File: src/rtl/very_simple_cpu.sv
// Multi-cycle memory-to-memory CPU for the VSCPU ISA.
// Every operand lives in the attached single-port synchronous RAM.
// Fetch, operand reads and the result write all share that one port, so each
// instruction walks FETCH -> DECODE -> RDA -> EXEC, plus IND for the
// doubly-indirect CPI form.
module very_simple_cpu #(
  parameter int ADDR_W = 14
) (
  input  logic              clk,
  input  logic              rst,
  output logic              wrEn,
  input  logic [31:0]       data_fromRAM,
  output logic [ADDR_W-1:0] addr_toRAM,
  output logic [31:0]       data_toRAM
);

  typedef enum logic [2:0] {FETCH, DECODE, RDA, EXEC, IND} state_t;

  localparam logic [2:0] OP_ADD  = 3'd0;
  localparam logic [2:0] OP_NAND = 3'd1;
  localparam logic [2:0] OP_SRL  = 3'd2;
  localparam logic [2:0] OP_LT   = 3'd3;
  localparam logic [2:0] OP_CP   = 3'd4;
  localparam logic [2:0] OP_CPI  = 3'd5;
  localparam logic [2:0] OP_BZJ  = 3'd6;
  localparam logic [2:0] OP_MUL  = 3'd7;

  state_t            state;
  logic [ADDR_W-1:0] pc;
  logic [31:0]       iw;
  logic [31:0]       r1;   // *A
  logic [31:0]       r2;   // *B, captured at the end of EXEC

  // R2 is architectural state kept for visibility; no path consumes it.
  logic unused_r2;
  assign unused_r2 = ^r2;

  logic [2:0]        op;
  logic              imm;
  logic [13:0]       a_fld;
  logic [13:0]       b_fld;
  logic [31:0]       imm_val;
  logic [31:0]       opnd;
  logic [31:0]       alu_res;
  logic [31:0]       jmp_sum;
  logic [ADDR_W-1:0] pc_inc;
  logic [ADDR_W-1:0] bzj_target;

  assign op      = iw[31:29];
  assign imm     = iw[28];
  assign a_fld   = iw[27:14];
  assign b_fld   = iw[13:0];
  assign imm_val = {18'd0, b_fld};
  // In EXEC the RAM is returning *B, so the second operand comes straight off the bus.
  assign opnd    = imm ? imm_val : data_fromRAM;
  assign pc_inc  = pc + ADDR_W'(1);
  assign jmp_sum = r1 + imm_val;

  // Branch target: BZJi jumps to *A + B, BZJ jumps to *A only when *B is zero.
  always_comb begin
    bzj_target = pc_inc;
    if (imm)
      bzj_target = jmp_sum[ADDR_W-1:0];
    else if (data_fromRAM == 32'd0)
      bzj_target = r1[ADDR_W-1:0];
  end

  // Result of the arithmetic/copy ops, using *A from R1 and *B or B as operand.
  always_comb begin
    alu_res = 32'd0;
    case (op)
      OP_ADD:  alu_res = r1 + opnd;
      OP_NAND: alu_res = ~(r1 & opnd);
      OP_SRL:  alu_res = (opnd < 32'd32) ? (r1 >> opnd) : (r1 << (opnd - 32'd32));
      OP_LT:   alu_res = (r1 < opnd) ? 32'd1 : 32'd0;
      OP_CP:   alu_res = opnd;
      OP_MUL:  alu_res = r1 * opnd;
      default: alu_res = 32'd0;
    endcase
  end

  // RAM port drive: address/data/enable decoded from the current state.
  always_comb begin
    wrEn       = 1'b0;
    addr_toRAM = '0;
    data_toRAM = 32'd0;
    case (state)
      FETCH:  addr_toRAM = pc;
      // IW is not loaded yet, so the A field is taken from the returning word.
      DECODE: addr_toRAM = ADDR_W'(data_fromRAM[27:14]);
      RDA:    addr_toRAM = ADDR_W'(b_fld);
      EXEC: begin
        if (op == OP_CPI) begin
          if (imm) begin
            wrEn       = 1'b1;
            addr_toRAM = r1[ADDR_W-1:0];
            data_toRAM = data_fromRAM;
          end else begin
            addr_toRAM = data_fromRAM[ADDR_W-1:0];
          end
        end else if (op != OP_BZJ) begin
          wrEn       = 1'b1;
          addr_toRAM = ADDR_W'(a_fld);
          data_toRAM = alu_res;
        end
      end
      IND: begin
        wrEn       = 1'b1;
        addr_toRAM = ADDR_W'(a_fld);
        data_toRAM = data_fromRAM;
      end
      default: ;
    endcase
  end

  // Sequencer and architectural registers.
  always_ff @(posedge clk or posedge rst) begin
    if (rst) begin
      state <= FETCH;
      pc    <= '0;
      iw    <= 32'd0;
      r1    <= 32'd0;
      r2    <= 32'd0;
    end else begin
      case (state)
        FETCH:  state <= DECODE;
        DECODE: begin
          iw    <= data_fromRAM;
          state <= RDA;
        end
        RDA: begin
          r1    <= data_fromRAM;
          state <= EXEC;
        end
        EXEC: begin
          r2 <= data_fromRAM;
          if (op == OP_CPI && !imm) begin
            state <= IND;
          end else begin
            state <= FETCH;
            pc    <= (op == OP_BZJ) ? bzj_target : pc_inc;
          end
        end
        IND: begin
          pc    <= pc_inc;
          state <= FETCH;
        end
        default: state <= FETCH;
      endcase
    end
  end

endmodule

File: config.mk
export PLATFORM = sky130hd
export DESIGN_NAME = very_simple_cpu
export DESIGN_NICKNAME = d
export VERILOG_FILES = /design/src/rtl/very_simple_cpu.sv
export SDC_FILE = /design/constraint.sdc
export NUM_CORES = 2
export LEC_CHECK = 0
export ABC_AREA = 1
export CORE_UTILIZATION = 40
export DETAILED_ROUTE_END_ITERATION = 16
export SLEW_MARGIN = 25
export SYNTH_ARGS = -nofsm -noshare
export SYNTH_HDL_FRONTEND = slang
export SYNTH_SLANG_ARGS = --single-unit
File: constraint.sdc
create_clock -name clk -period 14.4 [get_ports clk]
set_clock_uncertainty 0.2 [all_clocks]
set_input_delay 2.16 -clock clk [delete_from_list [all_inputs] [get_ports clk]]
set_output_delay 2.16 -clock clk [all_outputs]
set_load 0.02 [all_outputs]
# --- After elaboration in Yosys (flattened, before gate mapping) ---
# Index checks and enable logic that the tools add are counted.
classes:
  n_addsub: 4
  multipliers: 1
  magnitude_cmp: 2
  n_eq_ne: 13
  shift: 2
  n_mux: 23
  bitwise: 2
  n_reduce_logical: 7
ops:
  columns: ["op", "n"]
  rows:
  - ["case mux 32 bit (6 select lines)", 1]
  - ["2-to-1 mux 32 bit", 5]
  - ["2-to-1 mux 14 bit", 7]
  - ["case mux 14 bit (5 select lines)", 1]
  - ["case mux 32 bit (2 select lines)", 1]
  - ["adder 32 bit", 1]
  - ["AND 32 bit", 1]
  - ["zero test 32 bit", 1]
  - ["less-than comparator 32 bit", 1]
  - ["less-than comparator 32 x 6 -> 1 bit, second input constant", 1]
  - ["multiplier 32 x 32 -> 32 bit", 1]
  - ["inverter 32 bit", 1]
  - ["left shift 32 x 32 -> 32 bit", 1]
  - ["right shift 32 x 32 -> 32 bit", 1]
  - ["subtractor 32 x 6 -> 32 bit, second input constant", 1]
  - ["case mux 14 bit (2 select lines)", 1]
  - ["== test 3 bit, second input constant", 5]
  - ["adder 14 x 1 -> 14 bit, second input constant", 1]
  - ["adder 14 bit", 1]
  - ["== test 3 x 2 -> 1 bit, second input constant", 4]
  - ["case mux 3 bit (4 select lines)", 1]
  - ["== test 3 x 1 -> 1 bit, second input constant", 2]
  - ["zero test 3 bit", 2]
  - ["2-to-1 mux 1 bit", 4]
  - ["other kinds (8)", 8]
totals:
  reg_bits: 81
  inputBits: 34
  out_inout_bits: 47
  wordCells: 58

# --- Logic depth before layout (Yosys ltp) ---
logic_depth:
  word_depth: 8
  depth_mapped: 44
  mapped_depth_nobuf: 40

# --- Least setup slack after synthesis ---
# OpenSTA, ideal clock, no wires.
synth_path:
  kind: "input port to output port"
  from: "input data_fromRAM[2]"
  to: "output data_toRAM[27]"
  arrival_time_ns: 9.326
  required_time_ns: 12.040
  path_slack_ns: 2.714
  cell_stages: 30
  n_path_buf: 3
  path_cell_list: "nand2_1 -> nand2_1 -> clkinv_1 -> clkbuf_1 -> clkbuf_1 -> buf_1 -> nor2_1 -> fa_1 -> inv_1 -> fa_1 -> fa_1 -> fa_1 -> inv_1 -> fa_1 -> inv_1 -> fa_1 -> inv_1 -> fa_1 -> fa_1 -> ha_1 -> a21oi_1 -> o21ai_0 -> o21bai_1 -> a21oi_1 -> o21ai_0 -> or2_2 -> a211oi_1 -> nand3_1 -> nand2_1 -> o21ai_1"
synth_via:
  elab_chain_len: 8
  elab_cells_between_ends: 12
  classes_between: "add/sub: 2; mul: 1; order compare: 1; shift: 2; mux: 6"
synth_lines:
  columns: ["element", "line_no", "text"]
  rows:
  - ["from (decl)", "12", "input logic [31:0] data_fromRAM,"]
  - ["2-to-1 mux 32 bit (*)", "55", "assign opnd = imm ? imm_val : data_fromRAM;"]
  - ["branches (longest 3 deep; another with multiplier 32 x 32 -> 32 bit)", null, null]
  - ["case mux 32 bit (6 select lines) (*)", "71", "case (op)"]
  - ["2-to-1 mux 32 bit (*)", "101", "end else if (op != OP_BZJ) begin"]
  - ["2-to-1 mux 32 bit (*)", "93", "if (op == OP_CPI) begin"]
  - ["case mux 32 bit (2 select lines) (*)", "87", "case (state)"]
  - ["to (decl)", "14", "output logic [31:0] data_toRAM"]
# Every way passes the cells marked *.

# --- Final worst setup path ---
layout_path:
  from: "input data_fromRAM[4]"
  to: "output data_toRAM[27]"
# The elaborated chain is that of the path after synthesis.

==> impl_metrics.ini <==
[critical_path]
r2r_cells = 25
crit_buf_inv = 6
startpoint_type = primary input
path_class = in -> out
path_delay_family = adder cells
worst_path_most_repeated_cell = fa_1
cp-endpoint = data_toRAM[27]
cp_slowest_stage_delay_ns = 0.66
arrival_ns = 11.42
r2r-end = pc[12]
r2r-start = r1[1]
crit_cells = 31
endpoint_kind = primary output
required_ns = 12.04
path_max_fanout = 15
critPathLaunch = data_fromRAM[4]
rrSetupSlack_ns = 10.38
crit_slowest_cell = clkinv_1

[clock_network]
clock-sinks = 81
cts.clk_slew.worst_paths_ns = 0.05
cts_root_buf = clkbuf_16
cts_resized = 0
insertion_delay_ns = 0.35
cts_hold_buf = 0
clockBufferDepth = 2
postCtsSetupBuffers = 0
cts_max_level = 3
numCtsBuffers = 9
cts_tree = done

[synthesis]
seq_area_frac_synth_pct = 7.01
syn_avg_cell_area_um2 = 6.75
synth.most_common_cell = nand2_1
netlist_area_mm2 = 0.0289
async_flop_share_pct = 100
yosysWarnings = 0
yosys.area.top_type = fa_1
mappedNetlistNets = 4937
syn_inst = 4281
ys.flop_type = dfrtp_1
synth_cell_type_count = 59
ys_top_cells_by_count = 959 x nand2_1, 671 x inv_1, 531 x nor2_1
synth_edf_count = 0
ys_seq_elements = 81
synth_area_leaders = fa_1 28%, nand2_1 12%, ha_1 9.2%
synth_top_area_share_pct = 28.4

[sta]
grt_setup_unrepaired = no
max_freq_ghz = 0.0725
tns_ns = 0
hold_violations = 0
worst-slew-pin-transition_ns = 1.17
layout_setup_ws_ns = 0.615
relSlewSlack_pct = 21.6
fin_crit_sh_pct = 95.7
min_period_ns = 13.78
finalSetupViolations = 0
maxSlewViolCount = 0

[routing]
drtIter0Drc = 3643
vias = 30100
vias_per_cell = 5.77
firstDrtPassIters = 6
wire_per_inst_um = 25.8
totalWireLength_mm = 134
antenna_left = 0
drc = 0

[place]
port_buffers = 80
dp_slack_ns = 0.909
hpwl_mm = 105
gp_congestion = 1.05

[finish]
fin_nets = 4913
drive_gt1_share_pct = 4.67
area_growth_pct = 7.42
fillers = 7654

[global_route]
grt_max_degree = 65
track_usage_pct = 36.6
grt_first_pass_wirelength_mm = 197
antenna_found_initial = 3
first_global_vias = 28900
grt_overflow_total = 0

[flow_run]
drv_cap = 0

[min_path]
worstHoldPathType = reg -> reg

[floorplanning]
die_w_um = 271
fp.dieH_um = 271
dieArea_mm2 = 0.0734
initial_core_util_pct = 40.5
num_io_pins = 81
rows = 98
core-area_mm2 = 0.0715

[outcome]
status = completed
-- routing by layer --
layer	GRT usage [%]	share of wire (%)	wire [µm]
met5	0	0.033	44
met4	19.8	6.7	9020
met3	8.02	11	14300
met2	54.4	42	56400
met1	49.4	41	54500
-- cell families after synthesis --
| logic type | count (synthesis) | synth area share, % |
|---|---|---|
| compound gates | 687 | 13.3 |
| fa+ha+maj | 622 | 37.6 |
| xor+xnor | 76 | 2.30 |
| simple gates | 1907 | 27.6 |
| mux | 2 | 0.0779 |
| buf+inv | 906 | 12.2 |
| flops | 81 | 7.01 |
-- final cells by class --
cell class                 instances  area (µm²)  area share (%)
clock inverter                     3        40.0           0.129
multi-input combinational       3294       23400            75.4
timing repair buffer             174        1510            4.85
antenna                            1        2.50         0.00806
clock buffer                      12         256           0.826
sequential                        81        2030            6.53
inverter                         697        2630            8.46
tap                              950        1190            3.83
-- worst register-to-register path, stage by stage (launching register included) --
cell	delay [ns]
dfrtp_1	0.55
buf_4	0.37
clkinv_1	0.17
buf_4	0.33
fa_1	0.47
inv_1	0.10
nand2_1	0.06
nand2_1	0.06
a21oi_1	0.07
nor2_1	0.12
o21ai_0	0.09
nand2_1	0.09
nand2_1	0.08
nand2_1	0.07
a21oi_1	0.08
nor2_1	0.13
o21ai_0	0.10
nand2_1	0.11
nand2_1	0.07
a21oi_1	0.12
nor2_1	0.06
a21oi_1	0.10
o21ai_0	0.11
nand3_1	0.08
nand3_1	0.09
nand2_1	0.09
-- flip-flops by register name, summed over array words and instances (netlist names) --
signal and cells:
r1 32, iw 32, state 3, pc 14
-- worst min path at each step --
stage,start,endpoint,cells past startpoint
6_report,pc[4],pc[4],1
5_1_grt,pc[4],pc[4],1
4_1_cts,pc[4],pc[4],1
3_5_place_dp,pc[4],pc[4],1
3_3_place_gp,pc[12],pc[12],2
2_1_floorplan,pc[12],pc[12],2
-- placed cells by master, fill, tap and decap left out, types with 4 or more instances in the layout --
cell type,synthesis,final
nand2_1,959,956
inv_1,671,666
nor2_1,531,529
fa_1,410,410
o21ai_0,334,334
nand3_1,231,230
ha_1,212,212
a21oi_1,191,191
buf_4,5,94
dfrtp_1,81,81
clkdlybuf4s50_1,0,80
nand4_1,53,53
xor2_1,44,44
nor3_1,46,43
xnor2_1,32,32
o221ai_1,20,20
nand2_2,18,20
o211ai_1,19,19
clkinv_1,18,17
a22oi_1,17,17
o2111ai_1,16,16
or2_2,15,15
o22ai_1,14,14
nor2_2,11,13
o21bai_1,13,13
a31oi_1,12,12
o21ai_1,12,12
inv_2,6,11
o21a_1,9,9
clkbuf_16,0,9
nor4_1,8,8
nand3_2,6,7
nand2_4,6,7
nor2_4,7,7
nand3b_1,6,6
o31ai_1,6,6
a221oi_1,5,5
a211oi_1,4,4
a21boi_0,4,4
-- per-stage QoR --
stage / cells / utilization (%) / instance area [µm²] / hold slack (ns)
finish: 5212 / 43.5 / 31100 / 0.312
global route: 5211 / 43.5 / 31100 / 0.341
CTS: 5211 / 43.5 / 31100 / 0.311
detailed placement: 5196 / 43.0 / 30800 / 0.297
global placement: 5196 / 43.0 / 30800 / 0.299
floorplan: 4281 / - / 28900 / 0.271
Power is not shown: default switching activity piles up to over one toggle a cycle in this logic, so the estimate is an artifact.
